==> src/rtl/regfile_write_buffer_pkg.sv <==
// Shared definitions for the register-file write-back buffer and the
// pipeline stages that feed it.
package regfile_write_buffer_pkg;

  localparam int DATA_W_DEF = 64;
  localparam int ADDR_W_DEF = 5;

  // Register x0 is hardwired; writes to it are dropped and reads never bypass.
  localparam logic [ADDR_W_DEF-1:0] REG_ZERO = 5'd0;

  typedef struct packed {
    logic [ADDR_W_DEF-1:0] rd;
    logic [DATA_W_DEF-1:0] data;
  } wb_entry_t;

endpackage

==> src/rtl/regfile_write_buffer_wb_bypass_match.sv <==
// Youngest-match search over the pending write entries for one read address.
// Valid entries are contiguous from head, so the last match in age order wins.
module wb_bypass_match
  import regfile_write_buffer_pkg::*;
#(
  parameter int DEPTH  = 4,
  parameter int ADDR_W = ADDR_W_DEF,
  parameter int DATA_W = DATA_W_DEF,
  parameter int PTR_W  = $clog2(DEPTH)
) (
  input  logic [ADDR_W-1:0]             rs,
  input  logic [PTR_W-1:0]              head,
  input  logic [DEPTH-1:0]              valid,
  input  logic [DEPTH-1:0][ADDR_W-1:0]  rds,
  input  logic [DEPTH-1:0][DATA_W-1:0]  datas,
  output logic                          hit,
  output logic [DATA_W-1:0]             data
);

  logic [PTR_W-1:0] idx;

  always_comb begin
    hit  = 1'b0;
    data = '0;
    idx  = '0;
    for (int i = 0; i < DEPTH; i++) begin
      idx = head + PTR_W'(i);
      if (valid[idx] && (rds[idx] == rs) && (rs != ADDR_W'(REG_ZERO))) begin
        hit  = 1'b1;
        data = datas[idx];
      end
    end
  end

endmodule

==> src/rtl/regfile_write_buffer.sv <==
// Circular write-back queue in front of the register file write port, with
// newest-match bypass for the two decode read addresses.
module regfile_write_buffer
  import regfile_write_buffer_pkg::*;
#(
  parameter int DEPTH  = 4,
  parameter int DATA_W = DATA_W_DEF,
  parameter int ADDR_W = ADDR_W_DEF,
  localparam int PTR_W = $clog2(DEPTH),
  localparam int CNT_W = $clog2(DEPTH) + 1
) (
  input  logic              clk,
  input  logic              reset,
  input  logic              in_valid,
  input  logic [ADDR_W-1:0] in_rd,
  input  logic [DATA_W-1:0] in_data,
  output logic              in_ready,
  input  logic              drain_en,
  output logic              RegWrite,
  output logic [ADDR_W-1:0] RD,
  output logic [DATA_W-1:0] WriteData,
  input  logic [ADDR_W-1:0] RS1,
  input  logic [ADDR_W-1:0] RS2,
  output logic              hit1,
  output logic              hit2,
  output logic [DATA_W-1:0] byp_data1,
  output logic [DATA_W-1:0] byp_data2,
  output logic [CNT_W-1:0]  count,
  output logic              empty,
  output logic              full
);

  logic [DEPTH-1:0][ADDR_W-1:0] rd_q;
  logic [DEPTH-1:0][DATA_W-1:0] data_q;
  logic [DEPTH-1:0]             valid_q;
  logic [PTR_W-1:0]             head;
  logic [PTR_W-1:0]             tail;
  logic                         push;
  logic                         pop;

  assign empty    = (count == '0);
  assign full     = (count == CNT_W'(DEPTH));
  assign in_ready = !full;

  // A handshake with rd==0 completes but stores nothing.
  assign push = in_valid && in_ready && (in_rd != ADDR_W'(REG_ZERO));
  assign pop  = drain_en && !empty;

  assign RegWrite  = pop;
  assign RD        = empty ? '0 : rd_q[head];
  assign WriteData = empty ? '0 : data_q[head];

  always_ff @(posedge clk) begin
    if (reset) begin
      head    <= '0;
      tail    <= '0;
      count   <= '0;
      valid_q <= '0;
    end else begin
      if (push) begin
        valid_q[tail] <= 1'b1;
        tail          <= tail + PTR_W'(1);
      end
      // tail==head only when empty (no pop) or full (no push), so no conflict.
      if (pop) begin
        valid_q[head] <= 1'b0;
        head          <= head + PTR_W'(1);
      end
      case ({push, pop})
        2'b10:   count <= count + CNT_W'(1);
        2'b01:   count <= count - CNT_W'(1);
        default: count <= count;
      endcase
    end
  end

  always_ff @(posedge clk) begin
    if (push) begin
      rd_q[tail]   <= in_rd;
      data_q[tail] <= in_data;
    end
  end

  wb_bypass_match #(
    .DEPTH (DEPTH),
    .ADDR_W(ADDR_W),
    .DATA_W(DATA_W)
  ) u_match1 (
    .rs   (RS1),
    .head (head),
    .valid(valid_q),
    .rds  (rd_q),
    .datas(data_q),
    .hit  (hit1),
    .data (byp_data1)
  );

  wb_bypass_match #(
    .DEPTH (DEPTH),
    .ADDR_W(ADDR_W),
    .DATA_W(DATA_W)
  ) u_match2 (
    .rs   (RS2),
    .head (head),
    .valid(valid_q),
    .rds  (rd_q),
    .datas(data_q),
    .hit  (hit2),
    .data (byp_data2)
  );

endmodule

==> config.mk <==
export PLATFORM = sky130hd
export DESIGN_NAME = regfile_write_buffer
export DESIGN_NICKNAME = d
export VERILOG_FILES = /design/src/rtl/regfile_write_buffer_pkg.sv /design/src/rtl/regfile_write_buffer_wb_bypass_match.sv /design/src/rtl/regfile_write_buffer.sv
export SDC_FILE = /design/constraint.sdc
export NUM_CORES = 1
export LEC_CHECK = 0
export BUFFER_PORTS_ARGS = -buffer_cell sky130_fd_sc_hd__buf_4
export CAP_MARGIN = 20
export CORE_ASPECT_RATIO = 1.75
export CORE_MARGIN = 4
export CORE_UTILIZATION = 40
export DETAILED_ROUTE_END_ITERATION = 12
export HOLD_SLACK_MARGIN = 0.1
export PLACE_DENSITY = 0.6
export SETUP_SLACK_MARGIN = 0.2
export SYNTH_ARGS = -nofsm -noshare
export SYNTH_HDL_FRONTEND = slang
export SYNTH_SLANG_ARGS = --single-unit
==> constraint.sdc <==
create_clock -name clk -period 5.6 [get_ports clk]
set_input_delay 0.28 -clock clk [delete_from_list [all_inputs] [get_ports clk]]
set_output_delay 0.28 -clock clk [all_outputs]
set_load 0.02 [all_outputs]
# Yosys cells after proc, flatten, opt, wreduce, memory -nomap -nowiden
# Cells that the tools add are included.
[totals]
reg_bits = 287
out_inout_bits = 206
input_bits = 83
elab_cells = 123
[op_classes]
mux = 56
magnitude_cmp = 7
n_bitwise = 3
reduce_logical = 28
eq_ne = 11
addsub = 6
[op_table]
columns = ["op", "n"]
rows = [
  ["64-bit two-way mux", 14],
  ["64-bit binary-select mux with 2-bit select", 4],
  ["256-bit bitwise mux", 1],
  ["64-bit demux with 2-bit select", 1],
  ["5-bit binary-select mux with 2-bit select", 4],
  ["5-bit == test", 8],
  ["5-bit two-way mux", 6],
  ["1-bit logical AND", 21],
  ["20-bit bitwise mux", 1],
  ["2-bit by 3-bit less-than comparator with 1-bit output, second input constant", 5],
  ["5-bit nonzero test", 3],
  ["1-bit two-way mux", 14],
  ["4-bit two-way mux", 3],
  ["5-bit demux with 2-bit select", 1],
  ["1-bit binary-select mux with 2-bit select", 4],
  ["3-bit case mux with 2 select lines", 1],
  ["2-bit by 1-bit adder with 2-bit output, second input constant", 2],
  ["2-bit adder, second input constant", 2],
  ["4-bit AND", 1],
  ["1-bit demux with 2-bit select", 2],
  ["2-bit by 1-bit >= comparator with 1-bit output, second input constant", 2],
  ["4-bit NOT", 1],
  ["4-bit OR", 1],
  ["3-bit by 1-bit adder with 3-bit output, second input constant", 1],
  ["other kinds (7)", 8],
]

# Longest topological paths before layout
# Gate-level depths: netlist of run 1.
[depth]
word_depth = 9
depth_mapped = 18
mapped_depth_nobuf = 10

# Hierarchy
# Synthesis of run 1 repeated with hierarchy kept, for this count alone.
[unflattened]
cells_unflattened = 2804
hier_area_um2 = 27182.3
[by_module_without_submodules]
columns = ["mod", "cells_per_inst", "area_each_um2", "seq_area_each_um2", "instances"]
rows = [
  ["wb_bypass_match", 1147, 8069.0, 0.0, 2],
  ["regfile_write_buffer", 510, 11044.3, 8508.2, 1],
]

# Worst setup path after synthesis of run 1
# OpenSTA, ideal clock, no wires.
[synth_path]
path_type = "reg-to-output"
from = "register head[0]"
to = "output byp_data2[0]"
path_stages_with_launch = 18
arrival_time_ns = 4.385
slack_ns = 0.935
path_buffers = 10
cell_sequence = "dfxtp_1 buf_6 buf_6 buf_6 clkbuf_1 buf_2 buf_2 inv_1 ha_1 buf_2 buf_1 mux4_2 and2_1 o211ai_2 buf_6 clkbuf_1 mux2i_1 o21ai_0"
[synth_via]
word_cells_on_any_way = 43
[synth_rtl]
columns = ["element", "line", "rtl"]
rows = [
  ["start, declared", "regfile_write_buffer.sv:36", "logic [PTR_W-1:0] head;"],
  ["start signal, assigned", "regfile_write_buffer.sv:67", "head <= head + PTR_W'(1);"],
  ["2-bit adder (*)", "n/a", ""],
  ["via u_match1.idx[0]", "regfile_write_buffer_wb_bypass_match.sv:20", "logic [PTR_W-1:0] idx;"],
  ["5-bit binary-select mux with 2-bit select", "regfile_write_buffer_wb_bypass_match.sv:28", "if (valid[idx] && (rds[idx] == rs) && (rs != ADDR_W'(REG_ZERO))) begin"],
  ["5-bit two-way mux (not written as such)", "regfile_write_buffer_wb_bypass_match.sv:28", ""],
  ["5-bit == test", "regfile_write_buffer_wb_bypass_match.sv:28", ""],
  ["1-bit logical AND (2 in a row)", "regfile_write_buffer_wb_bypass_match.sv:28", ""],
  ["64-bit two-way mux (*)", "regfile_write_buffer_wb_bypass_match.sv:28", ""],
  ["end, declared", "regfile_write_buffer.sv:27", "output logic [DATA_W-1:0] byp_data2,"],
]
# Mark *: on every way through the listed nets, which the timed path passes. The rest lies on a longest branch. The select of a mux whose other input is x is not followed.

# Final worst setup path of run 1
[layout_path]
from = "register head[0]"
to = "output byp_data1[9]"
[layout_via]
elab_chain_len = 9
word_cells_on_any_way = 43
[layout_rtl]
columns = ["element", "line", "rtl"]
rows = [
  ["2-bit by 1-bit adder with 2-bit output / 5-bit binary-select mux with 2-bit select (equally long branches)", "regfile_write_buffer_wb_bypass_match.sv:27, regfile_write_buffer_wb_bypass_match.sv:28", ""],
  ["5-bit binary-select mux with 2-bit select / 5-bit two-way mux (equally long branches)", "regfile_write_buffer_wb_bypass_match.sv:28", ""],
  ["5-bit two-way mux (not written as such) / 5-bit == test (equally long branches)", "regfile_write_buffer_wb_bypass_match.sv:28", ""],
  ["5-bit == test / 1-bit logical AND (equally long branches)", "regfile_write_buffer_wb_bypass_match.sv:28", ""],
  ["1-bit logical AND", "regfile_write_buffer_wb_bypass_match.sv:28", ""],
  ["1-bit logical AND / 64-bit two-way mux (equally long branches)", "regfile_write_buffer_wb_bypass_match.sv:28", ""],
  ["64-bit two-way mux (2 in a row)", "regfile_write_buffer_wb_bypass_match.sv:28", ""],
  ["64-bit two-way mux (*)", "regfile_write_buffer_wb_bypass_match.sv:28", ""],
  ["end, declared", "regfile_write_buffer.sv:26", "output logic [DATA_W-1:0] byp_data1,"],
]
# Every way passes the cells marked *; elsewhere a longest branch is shown, timed or not. The select of a mux whose other input is x is not followed.

==> results of run 1 <==
[worst max-delay path, stage by stage, from the launching register on]
cell	delay, ns
dfxtp_4	0.36
buf_12	0.45
buf_4	0.90
buf_4	0.95
mux2i_1	0.24
nand2_1	0.12
o21ai_0	0.14
mux2_2	0.31
o21ai_0	0.32
buf_4	0.22
[where the power goes]
group          leakage (uW)  internal (uW)  switching, uW
combinational       0.00536           2300           3730
sequential          0.00262           2610            119
clock              0.000440           1020            837
total               0.00842           5930           4680
[area by class of cell]
cell class	instances	area, um^2
fillers	4385	24240
multi-input cells	1448	10190
flip-flops and latches	287	8516
repair buffers	394	3183
well taps	648	810.8
clock buffers	36	772.0
clock inverters	17	115.1
inverters	12	50.05
diodes	3	7.507
[Yosys cell counts, types with 8 or more instances]
cell type  count  share of area [%]
buf_1         18               0.35
mux2i_1      187                9.7
mux4_2        24                2.8
edfxtp_1     276                 43
a21oi_1      192                5.0
nor2b_1        8               0.26
xor2_1        16               0.72
clkbuf_1     103                2.0
o22a_1        24                1.1
buf_2         39                1.0
ha_1           9               0.58
nand2_1      137                2.7
o21ai_0      196                5.1
nor2_1       243                4.7
dfxtp_1       11                1.1
mux2_2       191                 11
xnor2_1       31                1.4
nor3_1        11               0.28
o22ai_1       26               0.84
a22oi_1       99                3.8
inv_1         12               0.23
[registers in the layout, indices dropped and copies added, names as in the netlist]
| register | cells |
|---|---|
| count | 3 |
| data_q | 256 |
| head | 2 |
| rd_q | 20 |
| tail | 2 |
| valid_q | 4 |
[worst max path at each step]
stage | startpoint | end | slack (ns) | cells after the start
after CTS | head[0] | byp_data1[8] | 0.52 | 9
after floorplan | head[0] | byp_data2[0] | 0.94 | 17
after global placement | head[0] | byp_data1[8] | 1.19 | 9
final | head[0] | byp_data1[9] | 0.65 | 9
after detailed placement | head[0] | byp_data1[8] | 1.14 | 9
after global routing | head[0] | byp_data2[3] | 0.30 | 9
[routing by layer]
layer / track usage [%] / routed length [um]
met4: 13.68 / 3596
met1: 28.12 / 25140
met3: 3.242 / 3988
met2: 44.04 / 34630
met5: 0 / 0
[repair_timing]
item                                   CTS  global route
resized for setup                        0             0
endpoints found under the hold margin  287             0
hold buffers                            70             0
setup buffers                            0             0
[through the flow]
| step | worst slack, ns | util (%) | instances | total power, uW |
|---|---|---|---|---|
| global placement | 1.190 | 46.04 | 2719 | 8592 |
| detailed placement | 1.141 | 46.04 | 2719 | 8715 |
| finish | 0.6531 | 49.38 | 2845 | 10610 |
| global route | 0.2982 | 49.38 | 2845 | 11230 |
| floorplan | 0.9351 | - | 1917 | 6916 |
| CTS | 0.5244 | 49.36 | 2842 | 10640 |
[cell usage in the layout (no fill, tap or decap), drive strengths merged, types with 70 or more instances in the layout]
| master | synthesis | layout |
|---|---|---|
| buf | 67 | 324 |
| edfxtp | 276 | 276 |
| nor2 | 244 | 244 |
| o21ai | 198 | 198 |
| a21oi | 194 | 194 |
| mux2 | 191 | 191 |
| mux2i | 187 | 187 |
| nand2 | 137 | 137 |
| a22oi | 99 | 99 |
| dlygate4sd3 | 0 | 70 |
[cell families (layout without fill, tap and decap cells)]
kind of cell             after synthesis  count (layout)
AO/OA/AOI/OAI                        562             562
AND/OR/NAND/NOR                      427             427
multiplexers                         402             402
flip-flops                           287             287
buffers and inverters                182             459
XOR/XNOR                              47              47
adder cells (fa/ha/maj)               10              10
other                                  0               3
==> metrics.cfg, run 1 <==
[clock_network]
cts_buffers=29
cts.sinks=287
max-clock-path-buffers=3
root_buffer=clkbuf_16
insertion_delay_ns=0.57
cts_max_level=1
cts_tree=done
clkTransAtPathRegs_ns=0.07

[worst_setup_path]
setup.worst_path.end_class=output pin
timing.critical_path.fanout_max=105
rr_startpoint=head[0]
rrSetupSlack_ns=2.54
r2r_end=head[0]
crit_path_start_kind=register
arrival_ns=4.67
cp.required_ns=5.32
reg2regPathDepth=5
criticalPathCategory=reg -> out

[grt]
grt_usage_pct=24.59
antenna_found_initial=3
overflow=0
grt_pass1_vias=17353
grt_pass1_wl_um=100600
grt_max_degree=106

[timing]
clock.fmax_mhz=202.1
finalClockSkew_ns=0.01886
rsz0062_at_grt=no
final.setup.tns_ns=0
period_minus_slack_ns=4.947
maxSlewHeadroom_pct=28.42
finalHoldViolations=0
whs_ns=0.2784
maxSlewViolCount=0
period_share_pct=88.34
finalSetupViolations=0
worstMarginPinSlew_ns=1.074

[layout]
nNetsFinal=2265
drive_gt1_share_pct=27.67
area_growth_pct=21.89
final_design_area_no_fill_um2=23640

[yosys]
yosysSeqAreaShare_pct=43.87
synthSimpleGateAreaFrac_pct=8.883
synthAdderAreaFrac_pct=0.6838
syn_inst=1917
synth_top_family_by_area=multiplexers
synth_mux_area_share_pct=23.53
synth-compound-area-share_pct=16.83
synth.avg_cell_area_um2=10.12
yosysWarnings=0
synth_cell_type_count=55
synth-xor-area-share_pct=2.122
ys_ff_latch=287
syn_nets=2010
syn_area_um2=19390
synthFlopType=edfxtp_1
synth-edff-count=276
async_flop_share_pct=0

[die]
die_x_um=174.5
fp.dieH_um=299.3
std_cell_rows=106
pin_count=289
core-area_um2=47880
dieArea_um2=52210
initial_utilization_pct=40.51

[place]
dp_hpwl_um=43010
io_buffers=288
postPlaceCellArea_um2=22040
gp_congestion=0.8761

[hold_path]
min_path_type=in -> reg
hold_depth=4
hold_start=in_valid
min_to=tail[0]

[power]
ir_drop_mv=0.2941
p_per_area_nw_per_um2=448.9
leakage_uw=0.008422

[routing]
drc=0
vias_per_cell=5.950
routed_wl_um=67360
drtIter0Drc=1183
dr_total_vias=16928
firstDrtPassIters=5
routedWlPerCell_um=23.67
ant_nets=0

[flow_run]
cap_violations=0

[run_status]
status=complete, no violations

No activity file was read; power rests on OpenSTA's default activity.
==> run 2, diff against run 1 <==
Settings changed: CELL_PAD_IN_SITES_DETAIL_PLACEMENT set to 1, CELL_PAD_IN_SITES_GLOBAL_PLACEMENT set to 1, PLACE_DENSITY 0.6 to 0.74.
==> run 2 against run 1 <==
Effect of this change: sequential power about the same; sequential cell count unchanged; critical path depth unchanged; non-clock buffer count up 1; power up 5.0%; combinational power up 3.5%; global-route usage up 2.4 points; critical path type unchanged; largest cell class unchanged; highest routed layer is now met5.
==> metrics.cfg, run 2 (same netlist as run 1, synthesis figures left out) <==
[clock_network]
cts.sinks=287
cts_resized=0
clkTransAtPathRegs_ns=0.07
insertion_delay_ns=0.57
root_buffer=clkbuf_16
cts_max_level=1
postCtsSetupBuffers=0
cts_buffers=29
max-clock-path-buffers=3
cts_tree=done

[routing]
ant_nets=0
dr_total_vias=17090
drtIter0Drc=1106
drc=0
vias_per_cell=6.001
routed_wl_um=73580
firstDrtPassIters=7
routedWlPerCell_um=25.84

[layout]
nNetsFinal=2266
drive_gt1_share_pct=27.79
finalNonFillerCells=2848
final_cell_mix=320 x buf_4, 276 x edfxtp_1, 243 x nor2_1, 196 x o21ai_0, 192 x a21oi_1
reg_top3=data_q x256, rd_q x20, valid_q x4
top_register=data_q
n_fill_cell=5296
layout_commonest_cell=buf_4
area_growth_pct=22.94
largest_reg_flops=256

[timing]
finalSetupViolations=0
clock.fmax_mhz=202.6
period_share_pct=88.13
rsz0062_at_grt=no
period_minus_slack_ns=4.935
worstMarginPinSlew_ns=1.127
finalHoldViolations=0
maxSlewHeadroom_pct=24.86
maxSlewViolCount=0
final.setup.tns_ns=0
finalClockSkew_ns=0.01589

[worst_setup_path]
reg2regPathDepth=5
rr_startpoint=count[0]
rrSetupSlack_ns=2.72
cp.required_ns=5.32
arrival_ns=4.66
r2r_end=data_q[238]
setup.worst_path.end_class=output pin
timing.critical_path.fanout_max=34
criticalPathCategory=reg -> out
crit_path_start_kind=register

[flow_run]
cap_violations=0

[die]
core-area_um2=47880
dieArea_um2=52210
pin_count=289
std_cell_rows=106
die_x_um=174.5
fp.dieH_um=299.3
initial_utilization_pct=40.51

[grt]
antenna_found_initial=7
overflow=0
grt_max_degree=84
grt_pass1_wl_um=110500
grt_pass1_vias=18842
grt_usage_pct=26.96

[place]
dp_hpwl_um=47960
gp_congestion=0.9265
place_inst=2718
io_buffers=288

[run_status]
status=complete, no violations

[power]
p_per_area_nw_per_um2=467.4
ir_drop_mv=0.3189
leakage_uw=0.008499

[hold_path]
min_path_type=in -> reg
min_to=tail[0]
hold_depth=4
hold_start=in_valid

[run 2: what timing repair did]
| item | in CTS | in global routing |
|---|---|---|
| endpoints found under the hold margin | 287 | 0 |
| hold buffers | 70 | 0 |
| endpoints found under the setup margin | 0 | 0 |
[run 2: critical path: stages (launching register included)]
cell      delay, ns
dfxtp_4        0.65
inv_4          0.07
ha_4           0.45
mux4_2         0.58
xnor2_1        0.23
o211ai_1       0.28
o21bai_1       0.28
nand2_2        0.60
o21ai_0        0.69
buf_4          0.24
[run 2: cell type report]
cell class / instances / area, um^2 / area share, %
multi-input combinational: 1448 / 10190 / 42.72
inverter: 12 / 50.05 / 0.2099
tap: 648 / 810.8 / 3.400
antenna: 5 / 12.51 / 0.05247
timing repair buffer: 395 / 3218 / 13.50
clock buffer: 35 / 768.2 / 3.222
clock inverter: 18 / 282.8 / 1.186
sequential: 287 / 8516 / 35.71
[run 2: worst max path at each step]
stage	slack, ns	to	start	cells past startpoint
finish	0.66	byp_data1[59]	head[1]	9
CTS	0.70	byp_data2[23]	head[1]	11
floorplan	0.94	byp_data2[0]	head[0]	17
detailed placement	1.33	byp_data2[23]	head[1]	11
global route	0.54	byp_data2[49]	head[1]	11
global placement	1.35	byp_data2[4]	head[1]	11
[run 2: metrics by stage]
stage	util [%]	hold slack, ns	total power, uW	area [um^2]	worst slack, ns
after floorplan	-	0.3528	6916	19390	0.9351
after global placement	46.00	0.4787	8691	22020	1.352
after detailed placement	46.00	0.4850	8874	22020	1.327
after CTS	49.66	0.2756	11120	23780	0.7040
after global routing	49.80	0.3310	11740	23840	0.5439
final	49.80	0.2913	11150	23840	0.6647
[run 2: layer usage]
layer	GRT usage, %	up-vias	routed length (um)
li1	-	7660	-
met1	29.81	8599	27360
met2	50.48	626	38950
met3	3.205	201	3518
met4	13.40	4	3738
met5	0	-	15
[run 2: report_power, final]
part	switching, uW	internal [uW]
Sequential	129	2610
Combinational	3910	2330
Clock	864	1300
Total	4910	6240
==> run 3, diff against run 2 <==
--- a/config.mk
+++ b/config.mk
@@ -9,3 +9,3 @@
 export CAP_MARGIN = 20
-export CELL_PAD_IN_SITES_DETAIL_PLACEMENT = 1
+export CELL_PAD_IN_SITES_DETAIL_PLACEMENT = 0
 export CELL_PAD_IN_SITES_GLOBAL_PLACEMENT = 1
--- a/constraint.sdc
+++ b/constraint.sdc
@@ -3,2 +3,2 @@
 set_output_delay 0.28 -clock clk [all_outputs]
-set_load 0.02 [all_outputs]
+set_load 0.005 [all_outputs]
==> run 3 against run 2 <==
Effect of this change: via count decreased by 3.2%; power down 7.8%; routed wire length is 10% lower; die area stayed put; largest power group unchanged; design area decreased by 0.40%; sequential cell count is the same; clock power is 7% lower; non-clock buffer count unchanged; register-to-register slack better by 0.03 ns; clock-buffer cell count down 4; critical path type unchanged; clock skew increased by 0.00058 ns; highest routed layer unchanged; first-iteration DRC count grew 20%.
==> metrics.cfg, run 3 (same netlist as run 1, synthesis figures left out) <==
[run_status]
status=complete, no violations

[die]
std_cell_rows=106
initial_utilization_pct=40.51
die_x_um=174.5
core-area_um2=47880
dieArea_um2=52210
pin_count=289
fp.dieH_um=299.3

[worst_setup_path]
r2r_end=valid_q[1]
worst-path-buf-inv=4
timing.critical_path.fanout_max=42
setup.worst_path.end_class=output pin
cpMostUsedCell=buf_4
cp_top_family=buffers and inverters
reg2regPathDepth=7
criticalPathCategory=reg -> out
slowest_delay_ns=0.63
arrival_ns=4.63
crit_path_start_kind=register
rr_startpoint=count[0]
cp.required_ns=5.32
rrSetupSlack_ns=2.75
path_cells=buf_4 -> buf_4 -> mux4_2 -> xnor2_1 -> nand4_1 -> or3_4 -> a21oi_4 -> buf_4 -> a22oi_1 -> a21oi_1 -> buf_4
worst_path_max_delay_cell=mux4_2

[grt]
grt_usage_pct=24.24
antenna_found_initial=5
grt_pass1_wl_um=99350
grt_pass1_vias=16866
grt_max_degree=79
overflow=0

[clock_network]
root_buffer=clkbuf_16
postCtsSetupBuffers=0
clkTransAtPathRegs_ns=0.06
cts.sinks=287
cts_max_level=1
max-clock-path-buffers=3
insertion_delay_ns=0.57
cts_buffers=30
cts_tree=done

[hold_path]
hold_depth=4
hold_start=in_valid
min_to=tail[0]
min_path_type=in -> reg

[routing]
drtIter0Drc=1323
dr_total_vias=16542
firstDrtPassIters=8
routed_wl_um=66160
vias_per_cell=5.806
drc=0
routedWlPerCell_um=23.22
ant_nets=0

[timing]
finalHoldViolations=0
period_share_pct=87.66
rsz0062_at_grt=no
finalSetupViolations=0
maxSlewHeadroom_pct=27.44
clock.fmax_mhz=203.7
worstMarginPinSlew_ns=1.088
maxSlewViolCount=0
period_minus_slack_ns=4.909
finalClockSkew_ns=0.01648
final.setup.tns_ns=0

[power]
swShare_pct=40.91
p_int_uw=6071
ir_drop_mv=0.2737
leakage_uw=0.008470
p_comb_share_pct=53.6
p_per_area_nw_per_um2=432.6
clock_power_share_pct=19.7
seq_power_share_pct=26.8
p_sw_uw=4203

[layout]
drive_gt1_share_pct=27.75
layout_commonest_cell=buf_4
final_design_area_no_fill_um2=23750
area_growth_pct=22.44
final_cell_mix=322 x buf_4, 276 x edfxtp_1, 243 x nor2_1, 196 x o21ai_0, 192 x a21oi_1
reg_top3=data_q x256, rd_q x20, valid_q x4
top_register=data_q
largest_reg_flops=256
nNetsFinal=2267

[flow_run]
cap_violations=0

[place]
dp_hpwl_um=44130
gp_congestion=0.9218
postPlaceCellArea_um2=22040
io_buffers=288

## run 3: cell count changes in the layout (fill, tap and decap cells not counted), sizes merged
cell,delta
diode,-2
clkbuf,-4
clkinv,+9
clkinvlp,+2
bufinv,-3
inv,-1
## run 3: what timing repair did
action | 4_1_cts | 5_1_grt
resized for setup | 0 | 0
endpoints found under the hold margin | 287 | 0
hold buffers | 70 | 0
## run 3: power by group through the flow
stage / clock network (uW) / registers, uW / logic, uW
3_3_place_gp: 0 / 2780 / 5400
4_1_cts: 2060 / 2750 / 5520
3_5_place_dp: 0 / 2790 / 5450
6_report: 2020 / 2750 / 5500
5_1_grt: 2150 / 2770 / 6000
2_1_floorplan: 0 / 2730 / 3740
## run 3: final cells by class
type,instances,area (um^2)
flip-flops and latches,287,8516
diodes,3,7.507
multi-input cells,1448,10190
clock inverters,25,224.0
fillers,4426,24130
well taps,648,810.8
clock buffers,31,775.7
inverters,12,50.05
repair buffers,395,3178
## run 3: metrics by stage
step	total power, uW	util, %	setup slack (ns)	instances	hold WS, ns
4_1_cts	10330	49.58	0.6572	2846	0.2494
2_1_floorplan	6467	-	1.185	1917	0.3528
3_5_place_dp	8247	46.03	1.279	2720	0.4826
6_report	10270	49.60	0.6910	2849	0.2741
3_3_place_gp	8176	46.03	1.307	2720	0.4777
5_1_grt	10930	49.59	0.4876	2848	0.2821
## run 3: per-layer routing
| layer | vias to the layer above | GRT usage [%] | wire (um) |
|---|---|---|---|
| met1 | 8102 | 28.18 | 25080 |
| met2 | 623 | 44.52 | 34570 |
| met5 | - | 0 | 27 |
| met3 | 149 | 2.662 | 3449 |
| li1 | 7664 | - | - |
| met4 | 4 | 10.98 | 3031 |
## run 3: worst max-delay path by stage
stage | start | end | slack [ns] | cells past startpoint
final | head[0] | byp_data2[3] | 0.69 | 11
after global placement | head[0] | byp_data2[3] | 1.31 | 11
after detailed placement | head[0] | byp_data2[46] | 1.28 | 11
after CTS | head[0] | byp_data2[46] | 0.66 | 11
after global routing | head[0] | byp_data2[46] | 0.49 | 11
after floorplan | head[0] | byp_data2[46] | 1.18 | 18
## run 3: worst min-delay path, stage by stage
cell and delay (ns):
buf_4 0.11, o311a_1 0.21, xnor2_1 0.17, nor2_1 0.03
